## config.mk

```make
export PLATFORM = sky130hd
export DESIGN_NAME = approx_adder_pipe
export DESIGN_NICKNAME = d
export VERILOG_FILES = /design/src/rtl/approx_pkg.sv /design/src/rtl/approx_adder_pipe_lower.sv /design/src/rtl/approx_adder_pipe.sv
export SDC_FILE = /design/constraint.sdc
export NUM_CORES = 1
export LEC_CHECK = 0
export CORE_ASPECT_RATIO = 1.2
export CORE_MARGIN = 5
export CORE_UTILIZATION = 35
export CTS_BUF_LIST = sky130_fd_sc_hd__clkbuf_2 sky130_fd_sc_hd__clkbuf_4 sky130_fd_sc_hd__clkbuf_8
export CTS_CLUSTER_DIAMETER = 40
export DETAILED_ROUTE_END_ITERATION = 10
export PLACE_DENSITY_LB_ADDON = 0.08
export REMOVE_ABC_BUFFERS = 1
export SYNTH_ARGS = -nofsm -noshare
export SYNTH_HDL_FRONTEND = slang
export SYNTH_SLANG_ARGS = --single-unit
```

## constraint.sdc

```tcl
create_clock -name clk -period 8.2 [get_ports clk]
set_input_delay 1.64 -clock clk [delete_from_list [all_inputs] [get_ports clk]]
set_output_delay 1.64 -clock clk [all_outputs]
set_load 0.02 [all_outputs]
```

## src/rtl/approx_pkg.sv

```systemverilog
// Shared defaults and the effective-depth rule for the approximate adder.
// Pure definitions: no logic, no latency.
// No flow control here; users handle their own handshakes.
package approx_pkg;

  localparam int N_DEF     = 16;
  localparam int P_MAX_DEF = 8;
  localparam int KW_DEF    = $clog2(P_MAX_DEF + 1);

  // Exact mode forces depth 0; otherwise the request is clamped to p_max.
  function automatic int eff_depth(input int k, input logic mode_exact, input int p_max);
    if (mode_exact) return 0;
    return (k > p_max) ? p_max : k;
  endfunction

endpackage

```

## src/rtl/approx_adder_pipe_lower.sv

```systemverilog
// Lower approximate part: OR bits below ke-1, XOR at ke-1, carry from ke-1.
// Combinational, zero latency.
// No flow control; bits at and above ke are driven to 0.
module approx_lower_unit
  import approx_pkg::*;
#(
  parameter int N     = N_DEF,
  parameter int P_MAX = P_MAX_DEF,
  localparam int KL   = $clog2(P_MAX + 1)
) (
  input  logic [N-1:0]     x,
  input  logic [N-1:0]     y,
  input  logic [KL-1:0]    ke,
  output logic [P_MAX-1:0] lo,
  output logic             carry
);

  // Per-bit approximate sum; the top approximate bit also generates the carry.
  always_comb begin
    lo    = '0;
    carry = 1'b0;
    for (int i = 0; i < P_MAX; i++) begin
      if (i + 1 < int'(ke)) begin
        lo[i] = x[i] | y[i];
      end else if (i + 1 == int'(ke)) begin
        lo[i] = (x[i] & y[i]) ? 1'b0 : (x[i] | y[i]);
        carry = x[i] & y[i];
      end
    end
  end

endmodule

```

## src/rtl/approx_adder_pipe.sv

```systemverilog
// Two-stage approximate adder: S1 holds lower result/carry/operands, S2 holds sum/err.
// Latency 2 cycles from accept to out_valid; one beat per cycle when out_ready=1.
// Skid-free backpressure: in_ready = S1 empty or S2 loading; outputs hold while stalled.
module approx_adder_pipe
  import approx_pkg::*;
#(
  parameter int N     = N_DEF,
  parameter int P_MAX = P_MAX_DEF,
  parameter int KW    = $clog2(P_MAX + 1)
) (
  input  logic          clk,
  input  logic          rst_n,
  input  logic          in_valid,
  output logic          in_ready,
  input  logic [N-1:0]  x,
  input  logic [N-1:0]  y,
  input  logic [KW-1:0] k,
  input  logic          mode_exact,
  output logic          out_valid,
  input  logic          out_ready,
  output logic [N:0]    sum,
  output logic          err_flag,
  output logic [15:0]   err_count,
  input  logic          clr_count
);

  localparam int KL = $clog2(P_MAX + 1);

  logic [KL-1:0]    ke_in;
  logic [P_MAX-1:0] lo_in;
  logic             carry_in;

  logic             s1_vld;
  logic [KL-1:0]    s1_ke;
  logic [P_MAX-1:0] s1_lo;
  logic             s1_carry;
  logic [N-1:0]     s1_x;
  logic [N-1:0]     s1_y;

  logic             s2_load;
  logic             s1_load;
  logic [N-1:0]     mask_hi;
  logic [N:0]       sum_nxt;
  logic [N:0]       exact_nxt;
  logic             err_nxt;

  assign ke_in = KL'(eff_depth(int'(k), mode_exact, P_MAX));

  approx_lower_unit #(.N(N), .P_MAX(P_MAX)) u_lower (
    .x     (x),
    .y     (y),
    .ke    (ke_in),
    .lo    (lo_in),
    .carry (carry_in)
  );

  // Handshake: S2 frees when empty or draining; S1 frees when empty or moving into S2.
  assign s2_load  = !out_valid || out_ready;
  assign s1_load  = !s1_vld || s2_load;
  assign in_ready = s1_load;

  // S2 input logic: exact ripple add of the upper part with the lower carry, plus error check.
  always_comb begin
    mask_hi   = {N{1'b1}} << s1_ke;
    sum_nxt   = ({1'b0, s1_x & mask_hi} + {1'b0, s1_y & mask_hi}
                 + ({{N{1'b0}}, s1_carry} << s1_ke)) | (N+1)'(s1_lo);
    exact_nxt = {1'b0, s1_x} + {1'b0, s1_y};
    err_nxt   = (sum_nxt != exact_nxt);
  end

  // S1 register: captures the lower result and the operands of an accepted beat.
  always_ff @(posedge clk or negedge rst_n) begin
    if (!rst_n) begin
      s1_vld   <= 1'b0;
      s1_ke    <= '0;
      s1_lo    <= '0;
      s1_carry <= 1'b0;
      s1_x     <= '0;
      s1_y     <= '0;
    end else if (s1_load) begin
      s1_vld <= in_valid;
      if (in_valid) begin
        s1_ke    <= ke_in;
        s1_lo    <= lo_in;
        s1_carry <= carry_in;
        s1_x     <= x;
        s1_y     <= y;
      end
    end
  end

  // S2 output register: holds sum/err_flag steady until the consumer takes them.
  always_ff @(posedge clk or negedge rst_n) begin
    if (!rst_n) begin
      out_valid <= 1'b0;
      sum       <= '0;
      err_flag  <= 1'b0;
    end else if (s2_load) begin
      out_valid <= s1_vld;
      if (s1_vld) begin
        sum      <= sum_nxt;
        err_flag <= err_nxt;
      end
    end
  end

  // Saturating count of erroring transfers; clear takes priority over increment.
  always_ff @(posedge clk or negedge rst_n) begin
    if (!rst_n) begin
      err_count <= '0;
    end else if (clr_count) begin
      err_count <= '0;
    end else if (out_valid && out_ready && err_flag && (err_count != 16'hFFFF)) begin
      err_count <= err_count + 16'd1;
    end
  end

endmodule

```

# Word level (Yosys, flattened, before mapping)
# Cells that the tools add are included.
[word_totals]
register_bits = 81
wordCells = 109
[op_classes]
addsub = 4
n_lt_le_gt_ge = 9
eq_ne = 10
shift = 2
n_mux = 45
bitwise = 19
reduce_logical = 10
[ops]
columns = ["operator", "n"]
rows = [
  ["$mux W1", 41],
  ["$add A16 B16 Y17", 2],
  ["$and A16 B16 Y16", 2],
  ["$mux W16", 2],
  ["$eq A4 B4 Y1 const A", 5],
  ["$add A17 B17 Y17", 1],
  ["$ne A17 B17 Y1", 1],
  ["$or A17 B8 Y17", 1],
  ["$shl A1 B4 Y17", 1],
  ["$add A16 B1 Y16 const B", 1],
  ["$lt A3 B4 Y1 const A", 4],
  ["$ne A16 B16 Y1 const B", 1],
  ["$shl A16 B4 Y16 const A", 1],
  ["$and A1 B1 Y1", 8],
  ["$eq A3 B4 Y1 const A", 2],
  ["$lt A2 B4 Y1 const A", 2],
  ["$mux W4", 2],
  ["$or A1 B1 Y1", 8],
  ["$eq A2 B4 Y1 const A", 1],
  ["$gt A4 B4 Y1 const B", 1],
  ["$lt A1 B4 Y1 const A", 1],
  ["$lt A4 B4 Y1 const A", 1],
  ["$reduce_and A2 Y1", 2],
  ["$logic_and A1 B1 Y1", 3],
  ["other kinds (3)", 5],
]

# Depth between registers and ports, before layout
# Gate-level depths: netlist (run 1).
[depth]
word_depth = 20
ltp_mapped = 17
mapped_depth_nobuf = 16

# Hierarchy
# Synthesis (run 1) repeated with hierarchy kept, for this count alone.
[hier_totals]
cells_unflattened = 668
area_unflattened_um2 = 6328.6
[by_module_without_submodules]
columns = ["module", "n_inst", "cells_per_inst", "area_each_um2", "seq_area_each_um2"]
rows = [
  ["approx_adder_pipe", 1, 583, 5714.2, 2026.9],
  ["approx_lower_unit", 1, 85, 614.3, 0.0],
]

# Worst setup path before layout (run 1)
# No wires, ideal clock.
[synth_timing]
kind = "register to register"
startpoint = "register s1_ke[1]"
endpoint = "register err_flag"
setup_time_ns = 0.133
arrival_time_ns = 3.776
setup_slack_ns = 4.291
stages_incl_launch_ff = 16
path_buffers = 1
cell_sequence = "dfrtp_1 > clkbuf_1 > o31ai_1 > nand2_1 > fa_1 > inv_1 > ha_1 > and3_1 > a31o_2 > a21oi_1 > nand2_1 > xor3_1 > or2_2 > o21a_1 > a2111oi_2 > a21oi_1"
[synth_between]
elab_chain_len = 6
[synth_lines]
columns = ["element", "line", "source"]
rows = [
  ["start, declared", "approx_adder_pipe.sv:34", "logic [KL-1:0] s1_ke;"],
  ["start signal, assigned", "approx_adder_pipe.sv:83", "s1_ke <= ke_in;"],
  ["$shl A16 B4 Y16", "approx_adder_pipe.sv:64", "mask_hi = {N{1'b1}} << s1_ke;"],
  ["$and A16 B16 Y16", "approx_adder_pipe.sv:65", "sum_nxt = ({1'b0, s1_x & mask_hi} + {1'b0, s1_y & mask_hi}"],
  ["$add A16 B16 Y17", "approx_adder_pipe.sv:65", ""],
  ["$add A17 B17 Y17 (*)", "approx_adder_pipe.sv:66", "+ ({{N{1'b0}}, s1_carry} << s1_ke)) | (N+1)'(s1_lo);"],
  ["$or A17 B8 Y17 (*)", "approx_adder_pipe.sv:66", ""],
  ["$ne A17 B17 Y1 (*)", "approx_adder_pipe.sv:68", "err_nxt = (sum_nxt != exact_nxt);"],
  ["end signal, assigned", "approx_adder_pipe.sv:102", "err_flag <= err_nxt;"],
  ["end, declared", "approx_adder_pipe.sv:22", "output logic err_flag,"],
]
# Mark *: on every way between the ends. The rest lies on a longest branch, timed or not.
# A chain may end at the register's enable or synchronous reset.

# Worst setup path in the final report (run 1)
[layout_timing]
startpoint = "register s1_ke[2]"
endpoint = "register err_flag"
# The elaborated chain is that of the path after synthesis.

==> metrics.txt, run 1 <==
outcome finished clean; Residual DRC 0; Syn Std Cell Area 6236 um2; Post-Synthesis Cells 721; vias in the first global route 5335; Setup Crit Path Kind flop to flop; Clock Path Buffers 2; final layout net count 892; power density cells 231.0 nW/um2; setup violators final 0; initial antenna violation count 0; clk root buf clkbuf_8; number of port buffers 77; count leader, synth nand2_1; internal power 0.001007 W; path type of the worst min-delay path flop to flop; RSZ-0062 raised after global routing no; startpoint types flop; combinational fraction of design power 50.6%; leak pwr 3.328 nW; Post-CTS Setup Bufs 0; DR iter-0 viols 266; Fin Hold WS 0.4822 ns; Initial Util 35.62%; Final min period 4.575 ns; I/O Pins 78; CTS buffer count 9; post_cts resized 0; RD Place Congestion 0.9347; Max VDD drop 0.07786 mV; pre-CTS setup slack 3.629 ns; H-tree Lvls 3; Pins Over Slew Limit 0; Die Wd 131.9 um; total gr overflow 0; adder-cell share of the synthesized area 15.41%; simple logic cell fraction of the synthesized area 19.56%; asr flop ratio synth 100.0%; Cell Area, Placed 7199 um2; compound-cell area share of the yosys netlist 16.85%; die area 20600 um2; largest net degree at the start of global routing 75; cts hold-fix bufs 0; Switching Fraction 41.08%; Avg Cell Area, Syn 8.649 um2; clk sinks 81; crit path DAT 4.83 ns; Main synth FF type dfrtp_1; Clk pwr share 18.3%; CTS clk-pin slew, worst paths 0.09 ns; top cell type's share of synthesized area 32.50%; CP endpoint kind flop; worst clock skew 0.01610 ns; Cell variety after synth 63; combinational family with the most area after synthesis simple AND/OR/NAND/NOR gates; vias per cell 5.272; Design Area, Final 7401 um2; required time worst endpoint 8.46 ns; DR pass1 iterations 5; sequential share of power 31.1%; Worst slew margin 51.70%; TritonCTS clock tree built; sequential area share after synthesis 32.50%; measured slew at the worst slew-check pin 0.7245 ns; post-synth top area cell dfrtp_1; post-route setup TNS 0 ns; synth top area cells dfrtp_1 33%, ha_1 9.6%, nand2_1 6.6%; fin worst setup slack 3.625 ns; Final Hold Fails 0; synth cell count leaders 110 x nand2_1, 81 x dfrtp_1, 61 x o21ai_0; max_cap viols 0; antenna cells 0; area delta synth->final 18.68%; EDFF count, synth 0; yosys warns 0; Psw 0.0007024 W; num rows 53; Vias 5314; DP Wirelength 13.65 mm; XOR/XNOR share of the synthesized area 6.280%; fraction of layout cells with a size suffix above 1 7.487%; Total Wirelength 17.18 mm; first-pass GRT wire length 27.72 mm; Global Route Usage Sum 16.73%; Antenna Nets Post-Route 0; core area 17510 um2; Yosys reg bits 81; routed length per instance 17.04 um; die height 156.2 um; Worst-Skew Late Latency 0.38 ns; multiplexer share of the synthesized area 4.274%; fin util 42.27%; fmax 218.6 MHz; period utilisation layout 55.80%; maximum fanout along the worst path 20
## final cells by class
| cell class | count | area (um2) |
|---|---|---|
| Clock buffer | 10 | 137.6 |
| Multi-Input combinational cell | 555 | 3892 |
| Tap cell | 220 | 275.3 |
| Clock inverter | 5 | 63.81 |
| Fill cell | 1831 | 10110 |
| Timing Repair Buffer | 80 | 790.8 |
| Inverter | 57 | 214.0 |
| Sequential cell | 81 | 2027 |
## cells in the final DEF, fill, tap and decap left out, types with 12 or more instances in the layout
master	n
inv_1	57
nand2_1	109
clkdlybuf4s50_1	76
o21ai_0	61
mux2_2	21
fa_1	18
dfrtp_1	81
nand3_1	21
or3_1	12
a21oi_1	29
xnor2_1	19
xor2_1	23
nor2_1	50
ha_1	48
## critical path, stage by stage (launching register included)
cell and delay (ns):
dfrtp_1 0.58, or3_1 0.49, nor3b_1 0.31, fa_1 0.24, ha_1 0.22, inv_1 0.07, fa_1 0.42, nand2b_1 0.21
a21oi_1 0.17, xor2_1 0.12, or3_1 0.36, a21oi_1 0.15, nor4b_1 0.54, nand4b_1 0.16, nor4b_1 0.33, a21oi_1 0.10
## routing by layer
| metal | vias to the layer above | global-route usage, % | wire, um | part of all wire, % |
|---|---|---|---|---|
| met2 | 105 | 28.78 | 8664 | 50 |
| li1 | 2613 | - | - | - |
| met5 | - | 0 | 0 | 0 |
| met4 | 0 | 6.271 | 460 | 2.7 |
| met3 | 28 | 2.958 | 556 | 3.2 |
| met1 | 2568 | 21.09 | 7499 | 44 |
## power groups by stage
stage	Clock [W]	Sequential, W	Combinational, W
5_1_grt	0.000340	0.000543	0.000953
6_report	0.000313	0.000533	0.000865
2_1_floorplan	0	0.000569	0.000551
3_3_place_gp	0	0.000540	0.000851
3_5_place_dp	0	0.000543	0.000863
4_1_cts	0.000324	0.000535	0.000868
## kinds of logic after synthesis
logic type	after synthesis
buf+inv	85
compound gates	163
simple gates	259
mux	24
xor+xnor	43
flops	81
fa+ha+maj	66
## worst paths after layout
| check | startpoint | endpoint | slack, ns | cells past startpoint |
|---|---|---|---|---|
| max | s1_ke[2] | err_flag | 3.62 | 15 |
| min reg2reg | sum[13] | sum[13] | 0.48 | 2 |
| max in group asynchronous | rst_n | err_count[13] | 6.00 | 2 |
| min | sum[13] | sum[13] | 0.48 | 2 |
| min in group asynchronous | rst_n | s1_x[9] | 1.21 | 1 |
| max reg2reg | s1_ke[2] | err_flag | 3.62 | 15 |
## per-stage QoR
stage                     power [W]  instances
after floorplan            0.001120        693
after global placement     0.001391        993
after detailed placement   0.001405        993
after CTS                  0.001727       1008
after global routing       0.001836       1008
final                      0.001710       1008
## registers in the layout, indices dropped and copies added (netlist names)
register	cells
s1_carry	1
sum	17
s1_ke	4
s1_y	16
s1_x	16
out_valid	1
err_count	16
s1_vld	1
s1_lo	8
err_flag	1
No activity file was read; power rests on OpenSTA's default activity.
==> run 2: changes to the inputs <==
==> constraint.sdc (replaced) <==
create_clock -name clk -period 3.8 [get_ports clk]
set_input_delay 0.76 -clock clk [delete_from_list [all_inputs] [get_ports clk]]
set_output_delay 0.76 -clock clk [all_outputs]
set_load 0.02 [all_outputs]
==> metrics.txt, run 2 (synthesis results as in run 1) <==
measured slew at the worst slew-check pin 1.072 ns; Antenna Nets Post-Route 0; Worst-Skew Late Latency 0.39 ns; path type of the worst min-delay path flop to flop; Clock Path Buffers 2; Total Wirelength 18.22 mm; routed length per instance 16.58 um; core area 17510 um2; Die Wd 131.9 um; fin util 49.20%; fin worst setup slack -0.2154 ns; leak pwr 3.884 nW; maximum fanout along the worst path 6; first-pass GRT wire length 29.70 mm; Biggest register sum; initial antenna violation count 0; Cell Area, Placed 7805 um2; Design Area, Final 8613 um2; fmax 249.0 MHz; Max VDD drop 0.1600 mV; DP Wirelength 14.24 mm; clk sinks 81; cts hold-fix bufs 0; num rows 53; DR iter-0 viols 222; worst clock skew 0.01362 ns; DR pass1 iterations 4; most frequent cells in the layout 101 x nand2_1, 90 x buf_4, 78 x dfrtp_1; Pins Over Slew Limit 0; die area 20600 um2; Worst slew margin 28.54%; worst reg-to-reg setup slack -0.22 ns; Global Route Usage Sum 17.70%; Initial Util 35.62%; outcome complete, but fails checks; antenna cells 0; failing checks setup timing; clk root buf clkbuf_8; CTS buffer count 9; power density cells 514.0 nW/um2; setup violators final 1; largest net degree at the start of global routing 82; CP endpoint kind flop; Hold Path Sink sum[8]; TritonCTS clock tree built; startpoint types flop; RSZ-0062 raised after global routing yes; period utilisation layout 105.7%; commonest non-fill, non-tap cell in the layout nand2_1; worst r2r src s1_ke[2]; fill cell count 1684; FF/Latch Area 2031 um2; Final min period 4.015 ns; Vias 5669; I/O Pins 78; required time worst endpoint 4.07 ns; vias in the first global route 5942; crit path DAT 4.28 ns; FF-to-FF End err_flag; worst hold path depth 2; post-route setup TNS -0.2154 ns; area delta synth->final 38.12%; Residual DRC 0; fraction of layout cells with a size suffix above 1 25.03%; number of port buffers 77; RD Place Congestion 0.8906; Hold Crit Start sum[8]; final layout net count 982; number of flip-flops in the largest register 17; Final Hold Fails 0; R2R depth 16; max_cap viols 0; Setup Crit Path Kind flop to flop; vias per cell 5.158; multi-input logic area 4389 um2; total gr overflow 0; H-tree Lvls 3; CTS clk-pin slew, worst paths 0.10 ns; total power 0.004427 W; die height 156.2 um
run 2: cell types whose count changed in the layout (fill, tap and decap cells not counted), sizes merged:
cell      change
buf          +90
clkinvlp      -1
clkinv        +2
run 2: power breakdown:
part           internal, W  leakage (nW)  total, W  switching [W]
Sequential         0.00101          1.01   0.00113       0.000118
Clock             0.000330         0.109  0.000687       0.000357
Combinational      0.00131          2.77   0.00261        0.00130
Total              0.00265          3.88   0.00443        0.00178
run 2: per-layer routing:
metal	global-route usage, %	up-vias	share of wire (%)
met5	0	-	0
met4	6.712	0	2.4
met3	3.280	31	3.6
met2	30.81	100	51
met1	21.91	2747	44
li1	-	2791	-
run 2: critical path, cell delays in order, from the launching register on:
cell,delay (ns)
dfrtp_2,0.42
buf_6,0.13
or3_4,0.42
nor3b_4,0.21
fa_2,0.28
ha_4,0.15
inv_2,0.04
fa_2,0.48
nand2b_4,0.12
o21ai_4,0.06
a2111oi_4,0.42
nand3_2,0.16
nor4b_2,0.31
buf_4,0.17
nand4b_1,0.11
nor4b_2,0.30
a21oi_1,0.10
run 2: stage by stage:
stage	instances	setup WS, ns	hold WS (ns)
6_report	1099	-0.2154	0.4849
5_1_grt	1099	-0.3780	0.5097
4_1_cts	1092	-0.1120	0.4934
3_5_place_dp	1072	-0.9217	0.4694
3_3_place_gp	1072	-0.8555	0.4619
2_1_floorplan	693	-0.06954	0.4413
run 2: repair_timing:
action / CTS / global route
gates cloned: 0 / 0
setup buffers: 4 / 8
resized for setup: 56 / 52
setup endpoints to repair: 3 / 4
pin swaps: 14 / 36
run 2: area by class of cell:
cell class                 count  share of cell area (%)
clock inverter                 6                  0.8861
multi-input combinational    555                   50.96
clock buffer                  10                   1.598
sequential                    81                   23.58
tap                          220                   3.196
timing repair buffer         170                   17.30
inverter                      57                   2.484
run 2: how the worst max path moves through the flow:
stage	startpoint	end	slack, ns	depth (start not counted)
finish	s1_ke[2]	err_flag	-0.22	16
floorplan	s1_ke[2]	err_flag	-0.07	14
CTS	s1_ke[1]	err_flag	-0.11	16
global placement	s1_ke[2]	err_flag	-0.86	16
detailed placement	s1_ke[2]	err_flag	-0.92	16
global route	s1_ke[2]	err_flag	-0.38	17
==> run 3: changes to the inputs <==
--- a/config.mk
+++ b/config.mk
@@ -15,4 +15,5 @@
 export REMOVE_ABC_BUFFERS = 1
 export SYNTH_ARGS = -nofsm -noshare
 export SYNTH_HDL_FRONTEND = slang
+export SYNTH_HIERARCHICAL = 1
 export SYNTH_SLANG_ARGS = --single-unit
==> metrics.txt, run 3 <==
Worst slew margin 30.27%; Cell variety after synth 74; measured slew at the worst slew-check pin 1.046 ns; fraction of layout cells with a size suffix above 1 25.31%; worst reg-to-reg setup slack -0.12 ns; Hold Crit Start sum[15]; failing checks setup timing; area delta synth->final 30.25%; Final Hold Fails 0; adder-cell share of the synthesized area 15.18%; vias per cell 5.035; cts hold-fix bufs 0; fin worst setup slack -0.1208 ns; first-pass GRT wire length 26.83 mm; simple logic cell fraction of the synthesized area 17.26%; DP Wirelength 13.23 mm; antenna cells 0; fill cell count 1724; Global Route Usage Sum 16.30%; startpoint types flop; clk sinks 81; fin util 46.73%; pre-CTS setup slack -0.4439 ns; required time worst endpoint 4.07 ns; setup violators final 1; Total Wirelength 16.80 mm; die height 157.3 um; largest net degree at the start of global routing 82; maximum fanout along the worst path 8; clk root buf clkbuf_8; Critical Path Max Stage Delay 0.52 ns; R2R depth 15; power density cells 529.2 nW/um2; final layout net count 921; total power 0.004362 W; worst hold path depth 2; Final min period 3.921 ns; EDFF count, synth 0; routed length per instance 16.19 um; total gr overflow 0; Pins Over Slew Limit 0; vias in the first global route 5221; FF/Latch Area 2031 um2; met3 Use GR 2.462%; Vias 5226; critical path cell sequence buf_6 -> nor2b_4 -> nand3_1 -> fa_1 -> inv_1 -> ha_1 -> a2111oi_4 -> a211oi_2 -> a2111o_1 -> a2111oi_4 -> nor3b_2 -> buf_4 -> xnor2_2 -> mux2i_1 -> o31a_1; Avg Cell Area, Syn 9.474 um2; RSZ-0062 raised after global routing yes; synth cell count leaders 81 x dfrtp_1, 68 x nand2_1, 60 x inv_1; Clock Path Buffers 2; multiplexer share of the synthesized area 10.16%; combinational family with the most area after synthesis simple AND/OR/NAND/NOR gates; Die Wd 132.8 um; FF-to-FF End err_flag; crit path DAT 4.19 ns; core area 17640 um2; fmax 255.0 MHz; I/O Pins 78; post-route setup TNS -0.1208 ns; number of port buffers 77; initial antenna violation count 0; CTS buffer count 9; Max VDD drop 0.1807 mV; num rows 53; CTS clk-pin slew, worst paths 0.09 ns; sequential area share after synthesis 32.03%; Initial Util 35.88%; synth top area cells dfrtp_1 32%, ha_1 9.5%, mux2_2 8.9%; max_cap viols 0; RD Place Congestion 0.8438; cell family with most CP delay compound AO/OA/AOI/OAI gates; yosys warns 6; top cell type's share of synthesized area 32.03%; Cell Area, Placed 7741 um2; count leader, synth dfrtp_1; CP endpoint kind flop; Antenna Nets Post-Route 0; Hold Path Sink sum[15]; outcome complete, but fails checks; path type of the worst min-delay path flop to flop; slowest stage cell on the critical path a2111o_1; XOR/XNOR share of the synthesized area 6.821%; GRT busiest layer met2; Biggest register sum; Setup Crit Path Kind flop to flop; DR pass1 iterations 4; GR Util met1 19.64%; Residual DRC 0; worst r2r src s1_ke[1]; post-synth top area cell dfrtp_1; TritonCTS clock tree built; most frequent cells in the layout 78 x dfrtp_1, 78 x buf_4, 76 x clkdlybuf4s50_1; worst clock skew 0.01589 ns; asr flop ratio synth 100.0%; compound-cell area share of the yosys netlist 11.94%; most used cell, CP a2111oi_4; Buf/Inv on CP 3; Design Area, Final 8243 um2; Syn Std Cell Area 6329 um2; number of flip-flops in the largest register 17; leak pwr 3.755 nW; multi-input logic area 4116 um2; Worst-Skew Late Latency 0.38 ns; H-tree Lvls 3; Main synth FF type dfrtp_1; met2 Usage GRT 29.34%; Post-Synthesis Cells 668; Yosys reg bits 81; die area 20880 um2; period utilisation layout 103.2%; DR iter-0 viols 249
## run 3: changes by cell type after synthesis, sizes merged, moves of 5 or more
cell,change
a21oi,-6
clkbuf,-12
a41oi,-5
o21ai,-21
mux2i,+5
mux2,+29
nand2,-42
and3,+5
buf,+6
or3,-12
nand4,+11
## run 3: repair_timing
action / in CTS / in global routing
gates resized for setup: 33 / 30
buffers inserted: 6 / 1
endpoints found under the setup margin: 1 / 2
pin swaps: 12 / 10
## run 3: tightest hold or removal path: cells and delay by family (launching register included)
family	cells	cell delay [ns]
AOI/OAI and AO/OA	1	0.06
and+or+nand+nor	1	0.04
DFF	1	0.35
## run 3: worst max path at each step
stage	startpoint	end	slack [ns]	depth (start not counted)
floorplan	s1_ke[3]	err_flag	-0.28	14
global placement	s1_ke[1]	err_flag	-0.34	17
detailed placement	s1_ke[1]	err_flag	-0.44	17
CTS	s1_ke[1]	err_flag	-0.18	18
global route	s1_ke[2]	err_flag	-0.28	15
finish	s1_ke[1]	err_flag	-0.12	15
## run 3: per-layer routing
layer | part of all wire [%] | vias up
met5 | 0 | -
met4 | 2.3 | 0
met3 | 2.9 | 19
met2 | 52 | 96
met1 | 43 | 2505
li1 | - | 2606
## run 3: report_power, final
part	total [W]	switching, W	internal (W)
sequential	0.00114	0.000118	0.00102
combinational	0.00257	0.00125	0.00132
clock	0.000660	0.000353	0.000308
total	0.00436	0.00172	0.00264
## run 3: through the flow
stage | instances | hold WS (ns)
6_report | 1038 | 0.4794
5_1_grt | 1038 | 0.5178
4_1_cts | 1037 | 0.4894
3_5_place_dp | 1015 | 0.4692
3_3_place_gp | 1015 | 0.4597
2_1_floorplan | 644 | 0.4572
## run 3: kinds of logic (layout without fill, tap and decap cells)
logic type                 Yosys count  after routing
AOI/OAI and AO/OA                  114            114
xor gates and xnor gates            44             44
adders and majority gates           66             66
buffers and inverters               85            235
DFF                                 81             81
muxes                               58             58
and+or+nand+nor                    220            220
## run 3: area by class of cell
| type | instances | area share, % |
|---|---|---|
| sequential | 81 | 24.64 |
| multi-input combinational | 502 | 49.94 |
| clock buffer | 9 | 1.503 |
| timing repair buffer | 158 | 16.88 |
| tap | 220 | 3.339 |
| inverter | 61 | 2.778 |
| clock inverter | 7 | 0.9259 |
